File: config.mk
export PLATFORM = sky130hd
export DESIGN_NAME = add_sub_accum
export DESIGN_NICKNAME = d
export VERILOG_FILES = /design/src/rtl/add_sub_accum.sv
export SDC_FILE = /design/constraint.sdc
export NUM_CORES = 1
export LEC_CHECK = 0
export ABC_AREA = 1
export BUFFER_PORTS_ARGS = -buffer_cell sky130_fd_sc_hd__buf_2
export CAP_MARGIN = 10
export CORE_MARGIN = 4
export CORE_UTILIZATION = 44
export CTS_CLUSTER_DIAMETER = 150
export DETAILED_ROUTE_END_ITERATION = 10
export HOLD_SLACK_MARGIN = 0.02
export PLACE_DENSITY = 0.66
export SLEW_MARGIN = 5
export SYNTH_ARGS = -nofsm -noshare
export SYNTH_HDL_FRONTEND = slang
export SYNTH_SLANG_ARGS = --single-unit
File: constraint.sdc
create_clock -name clk -period 7.2 [get_ports clk]
set_input_delay 0.72 -clock clk [delete_from_list [all_inputs] [get_ports clk]]
set_output_delay 0.72 -clock clk [all_outputs]
set_load 0.02 [all_outputs]
File: src/rtl/add_sub_accum.sv
// Handshaked accumulator stage: LOAD/ADD/SUB/CLR commands applied to a registered
// accumulator, with NZCV status. Define ADD_SUB_ACCUM_SAT_EN for saturating ADD/SUB.
module add_sub_accum #(
   parameter int WIDTH = 8
) (
   input  logic             clk,
   input  logic             rst_n,
   input  logic             in_valid,
   output logic             in_ready,
   input  logic [1:0]       in_op,
   input  logic [WIDTH-1:0] in_operand,
   output logic             out_valid,
   input  logic             out_ready,
   output logic [WIDTH-1:0] out_result,
   output logic             out_n,
   output logic             out_z,
   output logic             out_c,
   output logic             out_v
);

   localparam int MSB = WIDTH - 1;
   localparam logic [1:0] OP_LOAD = 2'b00;
   localparam logic [1:0] OP_ADD  = 2'b01;
   localparam logic [1:0] OP_SUB  = 2'b10;
   localparam logic [1:0] OP_CLR  = 2'b11;

   typedef enum logic [1:0] {IDLE, EXEC, HOLD} state_t;

   state_t           r_state;
   state_t           w_stateNext;
   logic [1:0]       r_op;
   logic [WIDTH-1:0] r_operand;
   logic [WIDTH-1:0] r_acc;
   logic             r_n, r_z, r_c, r_v;

   logic             w_isSub;
   logic [WIDTH-1:0] w_bEff;
   logic [WIDTH-1:0] w_sum;
   logic             w_co;
   logic             w_addOvf;
   logic [WIDTH-1:0] w_result;
   logic             w_c, w_v;

   always_comb begin
      w_stateNext = r_state;
      case (r_state)
         IDLE:    if (in_valid)  w_stateNext = EXEC;
         EXEC:                   w_stateNext = HOLD;
         HOLD:    if (out_ready) w_stateNext = IDLE;
         default:                w_stateNext = IDLE;
      endcase
   end

   // Subtraction is a + ~b + 1, so co doubles as the no-borrow flag.
   assign w_isSub  = (r_op == OP_SUB);
   assign w_bEff   = w_isSub ? ~r_operand : r_operand;
   assign {w_co, w_sum} = {1'b0, r_acc} + {1'b0, w_bEff} + {{WIDTH{1'b0}}, w_isSub};
   assign w_addOvf = (r_acc[MSB] == w_bEff[MSB]) && (w_sum[MSB] != r_acc[MSB]);

   always_comb begin
      w_result = w_sum;
      w_c      = 1'b0;
      w_v      = 1'b0;
      case (r_op)
         OP_LOAD: w_result = r_operand;
         OP_ADD, OP_SUB: begin
            w_c = w_co;
            w_v = w_addOvf;
`ifdef ADD_SUB_ACCUM_SAT_EN
            if (w_addOvf)
               w_result = r_acc[MSB] ? {1'b1, {(WIDTH-1){1'b0}}} : {1'b0, {(WIDTH-1){1'b1}}};
`endif
         end
         OP_CLR:  w_result = '0;
         default: w_result = w_sum;
      endcase
   end

   always_ff @(posedge clk or negedge rst_n) begin
      if (!rst_n) begin
         r_state   <= IDLE;
         r_op      <= OP_LOAD;
         r_operand <= '0;
         r_acc     <= '0;
         r_n       <= 1'b0;
         r_z       <= 1'b0;
         r_c       <= 1'b0;
         r_v       <= 1'b0;
      end else begin
         r_state <= w_stateNext;
         if (r_state == IDLE && in_valid) begin
            r_op      <= in_op;
            r_operand <= in_operand;
         end
         if (r_state == EXEC) begin
            r_acc <= w_result;
            r_n   <= w_result[MSB];
            r_z   <= (w_result == '0);
            r_c   <= w_c;
            r_v   <= w_v;
         end
      end
   end

   assign in_ready   = (r_state == IDLE);
   assign out_valid  = (r_state == HOLD);
   assign out_result = r_acc;
   assign out_n      = r_n;
   assign out_z      = r_z;
   assign out_c      = r_c;
   assign out_v      = r_v;

endmodule

* After elaboration in Yosys (flattened, before gate mapping)
Cells that the tools add are included.
** Storage, ports and cells
- Memories kept :: 0
- Word-level logic and storage cells :: 34
- RAM bits :: 0
- Register bits after elaboration :: 24
- Latch bits :: 0
- Output and inout bits :: 14
- Bits in read-only memories :: 0
** Cells by class
- Shifts and indexed selects :: 0
- Mux-type cells :: 7
- Magnitude comparators :: 0
- Reductions and logical operators :: 7
- Divide/modulo/power cells :: 0
- $mul :: 0
- Add/sub/neg operators :: 2
- Bitwise logic cells :: 1
- Equality and inequality tests :: 9
** Operators by type and width (number)
- 8-bit case mux with 2 select lines :: 1
- 8-bit by 8-bit adder with 9-bit output :: 1
- 9-bit by 1-bit adder with 9-bit output :: 1
- 8-bit zero test :: 1
- 8-bit 2-to-1 mux :: 1
- 8-bit NOT :: 1
- 2-bit equality test, second input constant :: 3
- 2-bit case mux with 3 select lines :: 1
- 2-bit by 1-bit equality test with 1-bit output, second input constant :: 2
- 2-bit zero test :: 2
- 2-bit 2-to-1 mux :: 2
- 1-bit logical AND :: 2
- 1-bit 2-to-1 mux :: 2
- 2-bit by 1-bit != test with 1-bit output, second input constant :: 1
- 2-bit != test, second input constant :: 1
- 2-bit AND reduction :: 1
- 2-bit OR reduction :: 1
- 1-bit equality test :: 1
- 1-bit != test :: 1

* Logic depth before layout (Yosys ltp)
Gate-level depths: netlist of run 1.
- Depth after elaboration :: 7
- Gate-level depth with buffers :: 17
- Depth with buffers taken out :: 16

* Worst setup path after synthesis of run 1
No wires, ideal clock.
- Path type :: flip-flop to flip-flop
- Start :: register r_op[0]
- End :: register r_z, in the netlist out_z
- Period minus slack after synthesis :: 2.295 ns
- Stages on the path, launching flop included :: 16
- Arrival time :: 2.230 ns
- Library setup time :: 0.065 ns
- Slack :: 4.905 ns
- Cell sequence :: dfrtp_1 -> inv_1 -> ha_1 -> clkbuf_1 -> xor2_1 -> fa_1 -> or2_0 -> nand3_1 -> nand2_1 -> inv_1 -> nand3_1 -> nor2_1 -> nand2_1 -> nor2_2 -> nand2_1 -> nand2_1
** Between the ends
- Word-level cells in the longest chain between the ends :: 6
** RTL lines
- start, declared :: RTL line 31 : logic [1:0] r_op;
- start signal, assigned :: RTL line 92 : r_op <= in_op;
- 2-bit equality test :: RTL line 55 : assign w_isSub = (r_op == OP_SUB);
- 8-bit 2-to-1 mux :: RTL line 56 : assign w_bEff = w_isSub ? ~r_operand : r_operand;
- 8-bit by 8-bit adder with 9-bit output :: RTL line 57 : assign {w_co, w_sum} = {1'b0, r_acc} + {1'b0, w_bEff} + {{WIDTH{1'b0}}, w_isSub};
- 9-bit by 1-bit adder with 9-bit output :: RTL line 57
- 8-bit case mux with 2 select lines (*) :: RTL line 64 : case (r_op)
- 8-bit zero test (*) :: RTL line 98 : r_z <= (w_result == '0);
- end signal, assigned :: RTL line 98
- end, declared :: RTL line 34 : logic r_n, r_z, r_c, r_v;
Mark *: on every way between the ends. The rest lies on a longest branch, timed or not.
A chain may end at the register's enable or synchronous reset.

* Worst setup path in the final report of run 1
Same ends and word-level chain as after synthesis.

==> summary.log, run 1 <==
[setup_path] Max stage delay cell, worst path fa_1
[clock_network] count of cells resized by post-cts repair 0
[setup_path] Crit path required time 7.47 ns
[setup_path] largest fanout on the critical path 7
[detailed_routing] count of nets left with antenna violations after detail routing 0
[final_layout] area used by sequential logic in the layout 576 um^2
[global_route] largest net degree at the start of global routing 24
[final_layout] area of combinational cells with multiple inputs 825 um^2
[die] area of the core 3150 um^2
[sta] Slew HR 66.1%
[sta] Fin Clk Skew 0.00159 ns
[setup_path] critical path start-end classification flip-flop to flip-flop
[clock_network] clock buffer count from CTS 3
[setup_path] Worst Setup End Kind flip-flop
[setup_path] count of buffering cells on the critical path with inverters included 2
[setup_path] Arrival @ worst endpoint 2.71 ns
[die] die boundary width 66.5 um
[final_layout] most common cell after layout, fill and taps aside nand2_1
[detailed_routing] via density per instance 4.74
[synth] register bit count reported by yosys 23
[clock_network] CTS root buffer clkbuf_4
[final_layout] most frequent cells in the layout nand2_1, buf_2, dfrtp_1, inv_1, nor2_1
[die] die outline area 4420 um^2
[setup_path] critical path launch point r_op[0]
[detailed_routing] drc violations 0
[hold_path] HP Class input port to asynchronous set/reset pin
[sta] fin crit period 2.44 ns
[setup_path] r2r startpoint r_op[0]
[setup_path] list of cells traversed by the critical path inv_1 > ha_1 > xor2_1 > fa_1 > or2_0 > nand3_1 > nand2_1 > inv_1 > nand3_1 > nor2_1 > nand2_1 > nor2_2 > nand2_1 > nand2_1
[placed_design] final RePlAce weighted congestion 0.852
[detailed_routing] routed len/inst 10.9 um
[placed_design] post-DP HPWL 2.34 mm
[global_route] antenna violations before repair 0
[sta] setup_tns 0 ns
[synth] mean instance size in the synthesized netlist 7.60 um^2
[synth] number of enable-type register cells in the synthesized netlist 0
[sta] total count of hold-check failures in the final report 0
[final_layout] fraction of layout cells with a size suffix above 1 18.4%
[global_route] total global-route track usage 14.9%
[sta] maximum operating frequency 410 MHz
[clock_network] Post-CTS Setup Inserts 0
[clock_network] clock sink total 23
[synth] YS warnings 0
[clock_network] clock-pin slew of the registers on the worst-case setup and hold paths 0.14 ns
[final_layout] area growth from synthesis to layout 12.0%
[global_route] gr ovfl total 0
[synth] Mapped Area 1510 um^2
[job] max cap viols 0
[clock_network] CTS Hold Buffers Added 0
[sta] unrepaired setup endpoints after global routing no
[synth] count of distinct cell types in the synthesized netlist 25
[clock_network] maximum count of clock buffers along a single path 2
[setup_path] depth of the worst register-to-register path 14
[detailed_routing] count of TritonRoute iterations in the first routing pass 4
[die] vertical die dimension 66.5 um
[setup_path] Top cell by count, worst path nand2_1
[setup_path] kind of cell adding the most delay to the critical path adder cells
[synth] net count after synthesis 224
[setup_path] flop2flop setup slack 4.76 ns
[clock_network] CTS H-Tree Depth 1
[synth] most used flip-flop cell after synthesis dfrtp_1
[setup_path] reg-to-reg endpoint out_z
[sta] fraction of the cycle the final worst path needs 33.9%
[synth] share of synthesized registers carrying an async set or reset 100%
[placed_design] count of buffers inserted at the top-level ports 27
[final_layout] final layout net count 250
[final_layout] antenna diode count 0
[global_route] vias in the first global route 1132
[run_status] run status finished, final reports clean
[die] I/O pin count 28
[clock_network] clock tree from TritonCTS yes
[global_route] global-route wire length before repair 5.00 mm
[sta] Tightest Pin Transition 0.508 ns
[final_layout] fillers 335
[sta] final count of negative-setup-slack endpoints 0
[die] initial cell density of the core 47.7%
[clock_network] worst skew pair latency 0.32 ns
[detailed_routing] total number of vias 1265
[detailed_routing] initial drt markers 68
[sta] max-slew violations 0
[die] floorplan row count 20
[synth] Post-Synthesis Cells 198
[setup_path] crit path launch type flip-flop
[detailed_routing] sum of routed wire length over all layers 2.92 mm
[synth] sequential fraction of the synthesis area 38.2%
[setup_path] maximum cell stage delay along the critical path 0.45 ns
[Yosys cell counts, types with 3 or more instances]
| cell type | instances | area [um^2] |
|---|---|---|
| nand3_1 | 12 | 60.1 |
| inv_1 | 18 | 67.6 |
| o21ai_0 | 8 | 40.0 |
| dfrtp_1 | 23 | 576 |
| nor2_1 | 14 | 52.6 |
| clkbuf_1 | 3 | 11.3 |
| nand2_1 | 71 | 267 |
| xor2_1 | 9 | 78.8 |
| a31oi_1 | 3 | 18.8 |
| a21oi_1 | 5 | 25.0 |
| ha_1 | 11 | 138 |
| nand2_2 | 4 | 25.0 |
[sequential cells by signal (all words and copies together), names as in the netlist]
register,count
out_result,8
r_operand,8
r_op,2
r_state,2
out_c,1
out_v,1
out_z,1
[cells by family after synthesis]
| logic type | after synthesis | share of synthesized area [%] |
|---|---|---|
| buffers and inverters | 24 | 6.98 |
| adder cells (fa/ha/maj) | 12 | 10.5 |
| flip-flops | 23 | 38.2 |
| AND/OR/NAND/NOR | 111 | 32.1 |
| AO/OA/AOI/OAI | 19 | 6.98 |
| XOR/XNOR | 9 | 5.24 |
[per-layer routing]
| metal | global-route usage [%] | wire [um] | part of all wire [%] | vias to the layer above |
|---|---|---|---|---|
| li1 | - | - | - | 676 |
| met1 | 21.1 | 1500 | 51 | 558 |
| met2 | 22.9 | 1240 | 42 | 27 |
| met3 | 2.53 | 140 | 4.8 | 4 |
| met4 | 4.57 | 40 | 1.4 | 0 |
| met5 | 0 | 0 | 0 | - |
[area by class of cell]
type | instances | share of cell area, %
Clock inverter | 1 | 0.297
Tap cell | 44 | 3.27
Timing Repair Buffer | 27 | 8.02
Inverter | 18 | 4.01
Clock buffer | 3 | 1.34
Sequential cell | 23 | 34.1
Multi-Input combinational cell | 151 | 48.9
[worst max path at each step]
stage / to / depth (start not counted)
global placement: out_z / 11
global route: out_z / 14
finish: out_z / 14
detailed placement: out_z / 14
CTS: out_z / 14
floorplan: out_z / 15
[per-stage QoR]
| stage | setup slack [ns] | util, % | cells | hold WS, ns | cell area, um^2 |
|---|---|---|---|---|---|
| after floorplan | 4.91 | - | 198 | 0.424 | 1510 |
| after global placement | 4.86 | 52.6 | 263 | 0.473 | 1660 |
| after detailed placement | 4.78 | 52.6 | 263 | 0.472 | 1660 |
| after CTS | 4.74 | 53.5 | 267 | 0.365 | 1690 |
| after global routing | 4.56 | 53.5 | 267 | 0.384 | 1690 |
| final | 4.76 | 53.5 | 267 | 0.342 | 1690 |
Power of run 1 is not shown: default switching activity piles up to over one toggle a cycle in this logic, so the estimate is an artifact.
==> inputs of run 2 (changes only) <==
==> constraint.sdc (replaced) <==
create_clock -name clk -period 2.51 [get_ports clk]
set_input_delay 0.251 -clock clk [delete_from_list [all_inputs] [get_ports clk]]
set_output_delay 0.251 -clock clk [all_outputs]
set_load 0.02 [all_outputs]
==> run 2 against run 1 <==
- setup slack got worse by 4.5 ns
- non-clock buffer count rose by 3
- fmax rose by 8.0%
==> summary.log, run 2 (same netlist as run 1, synthesis figures left out) <==
[final_layout] area used by sequential logic in the layout 576 um^2 [unchanged]
[sta] hold slack 0.124 ns [-0.218 ns]
[sta] maximum operating frequency 442 MHz [+8.0%]
[sta] fin crit period 2.26 ns [-0.180 ns]
[clock_network] CTS Hold Buffers Added 1 [+1]
[die] die outline area 4420 um^2 [unchanged]
[final_layout] area of combinational cells with multiple inputs 825 um^2 [unchanged]
[clock_network] count of cells resized by post-cts repair 0 [unchanged]
[final_layout] final instance area 1710 um^2 [+1.5%]
[hold_path] worst hold start in_operand[1]
[sta] fraction of the cycle the final worst path needs 90.1% [+56 points]
[detailed_routing] via density per instance 4.66 [-1.7%]
[job] max cap viols 0 [unchanged]
[hold_path] HP Class input port to flip-flop
[detailed_routing] initial drt markers 64 [-5.9%]
[clock_network] clock tree from TritonCTS yes
[sta] final count of negative-setup-slack endpoints 0 [unchanged]
[final_layout] fillers 342 [+2.1%]
[global_route] gr ovfl total 0 [unchanged]
[sta] Fin Clk Skew 0.00333 ns [+0.00173 ns]
[global_route] global-route wire length before repair 5.22 mm [+4.6%]
[global_route] total global-route track usage 15.3% [+0.44 points]
[detailed_routing] routed len/inst 10.8 um [-1.2%]
[detailed_routing] drc violations 0 [unchanged]
[setup_path] Top cell by count, worst path nand2_1
[setup_path] r2r startpoint r_op[0]
[setup_path] list of cells traversed by the critical path inv_1 > ha_1 > buf_4 > xor2_1 > ha_1 > or2_0 > nand3_1 > nand2_1 > inv_1 > nand3_1 > nor2_1 > nand2_1 > nor2_2 > nand2_1 > nand2_1
[placed_design] count of buffers inserted at the top-level ports 27 [unchanged]
[die] vertical die dimension 66.5 um [unchanged]
[setup_path] Worst Setup End Kind flip-flop
[global_route] vias in the first global route 1196 [+5.7%]
[clock_network] Post-CTS Setup Inserts 0 [unchanged]
[clock_network] CTS H-Tree Depth 1 [unchanged]
[die] die boundary width 66.5 um [unchanged]
[setup_path] Crit path required time 2.77 ns [-4.70 ns]
[final_layout] most frequent cells in the layout nand2_1, buf_2, dfrtp_1, inv_1, nor2_1
[setup_path] Max stage delay cell, worst path dfrtp_1
[clock_network] worst skew pair latency 0.31 ns [about the same]
[sta] total count of hold-check failures in the final report 0 [unchanged]
[detailed_routing] count of TritonRoute iterations in the first routing pass 4 [unchanged]
[final_layout] area growth from synthesis to layout 13.6%
[die] area of the core 3150 um^2 [unchanged]
[sta] unrepaired setup endpoints after global routing no
[clock_network] clock-pin slew of the registers on the worst-case setup and hold paths 0.13 ns [about the same]
[final_layout] fraction of layout cells with a size suffix above 1 19.0% [+0.64 points]
[clock_network] clock sink total 23 [unchanged]
[setup_path] maximum cell stage delay along the critical path 0.38 ns [-0.07 ns]
[clock_network] CTS root buffer clkbuf_4
[die] floorplan row count 20 [unchanged]
[final_layout] antenna diode count 0 [unchanged]
[sta] Tightest Pin Transition 0.501 ns [-0.00731 ns]
[sta] Worst Setup Slack, final 0.249 ns [-4.51 ns]
[final_layout] final layout net count 253 [+1.2%]
[placed_design] area of placed instances 1670 um^2 [+0.91%]
[die] I/O pin count 28 [unchanged]
[run_status] run status finished, final reports clean
[global_route] largest net degree at the start of global routing 24 [unchanged]
[clock_network] maximum count of clock buffers along a single path 2 [unchanged]
[detailed_routing] sum of routed wire length over all layers 2.92 mm [-0.10%]
[setup_path] crit path launch type flip-flop
[setup_path] critical path launch point r_op[0]
[setup_path] largest fanout on the critical path 6 [-1]
[global_route] antenna violations before repair 0 [unchanged]
[die] initial cell density of the core 47.7% [unchanged]
[detailed_routing] total number of vias 1257 [-0.63%]
[placed_design] dpl ws 0.276 ns [-4.50 ns]
[setup_path] critical path start-end classification flip-flop to flip-flop
[sta] max-slew violations 0 [unchanged]
[sta] Slew HR 66.6% [+0.49 points]
[placed_design] final RePlAce weighted congestion 0.840 [-1.4%]
[clock_network] clock buffer count from CTS 3 [unchanged]
[setup_path] Arrival @ worst endpoint 2.52 ns [-0.19 ns]
[sta] setup_tns 0 ns [unchanged]
[detailed_routing] count of nets left with antenna violations after detail routing 0 [unchanged]
[final_layout] most common cell after layout, fill and taps aside nand2_1
[placed_design] post-DP HPWL 2.34 mm [-0.15%]
[run 2: changes by cell type in the layout (fill, tap and decap cells not counted)]
cell,previous run,this run
dlygate4sd3_1,0,1
buf_4,0,2
[run 2: final timing paths]
check	endpoint	slack, ns	cells past startpoint
min	r_operand[1]	0.12	3
max reg2reg	out_z	0.25	15
min in group asynchronous	r_operand[0]	0.42	2
max in group asynchronous	out_result[6]	1.75	2
min reg2reg	out_c	0.50	2
max	out_z	0.25	15
[run 2: final cells by class]
type | count | share of cell area [%]
clock buffers | 3 | 1.32
clock inverters | 1 | 0.293
inverters | 18 | 3.95
multi-input cells | 151 | 48.2
flip-flops and latches | 23 | 33.7
well taps | 44 | 3.22
repair buffers | 30 | 9.36
[run 2: critical path: cells and delay by family (launching register included)]
kind | cells | cell delay, ns
XOR/XNOR | 1 | 0.16
AND/OR/NAND/NOR | 9 | 0.81
adder cells (fa/ha/maj) | 2 | 0.51
flip-flops | 1 | 0.38
buffers and inverters | 3 | 0.35
[run 2: per-layer routing]
metal / wire length [um] / GRT usage (%) / vias to the layer above
met5: 0 / 0 / -
met4: 21 / 3.81 / 0
met3: 138 / 2.70 / 2
met2: 1240 / 23.7 / 30
met1: 1520 / 22.0 / 545
li1: - / - / 680
[run 2: stage by stage]
stage,instances,utilization (%)
6_report,270,54.2
5_1_grt,270,54.2
4_1_cts,270,54.2
3_5_place_dp,265,53.1
3_3_place_gp,265,53.1
2_1_floorplan,198,-
Power of run 2 is left out for the same reason.
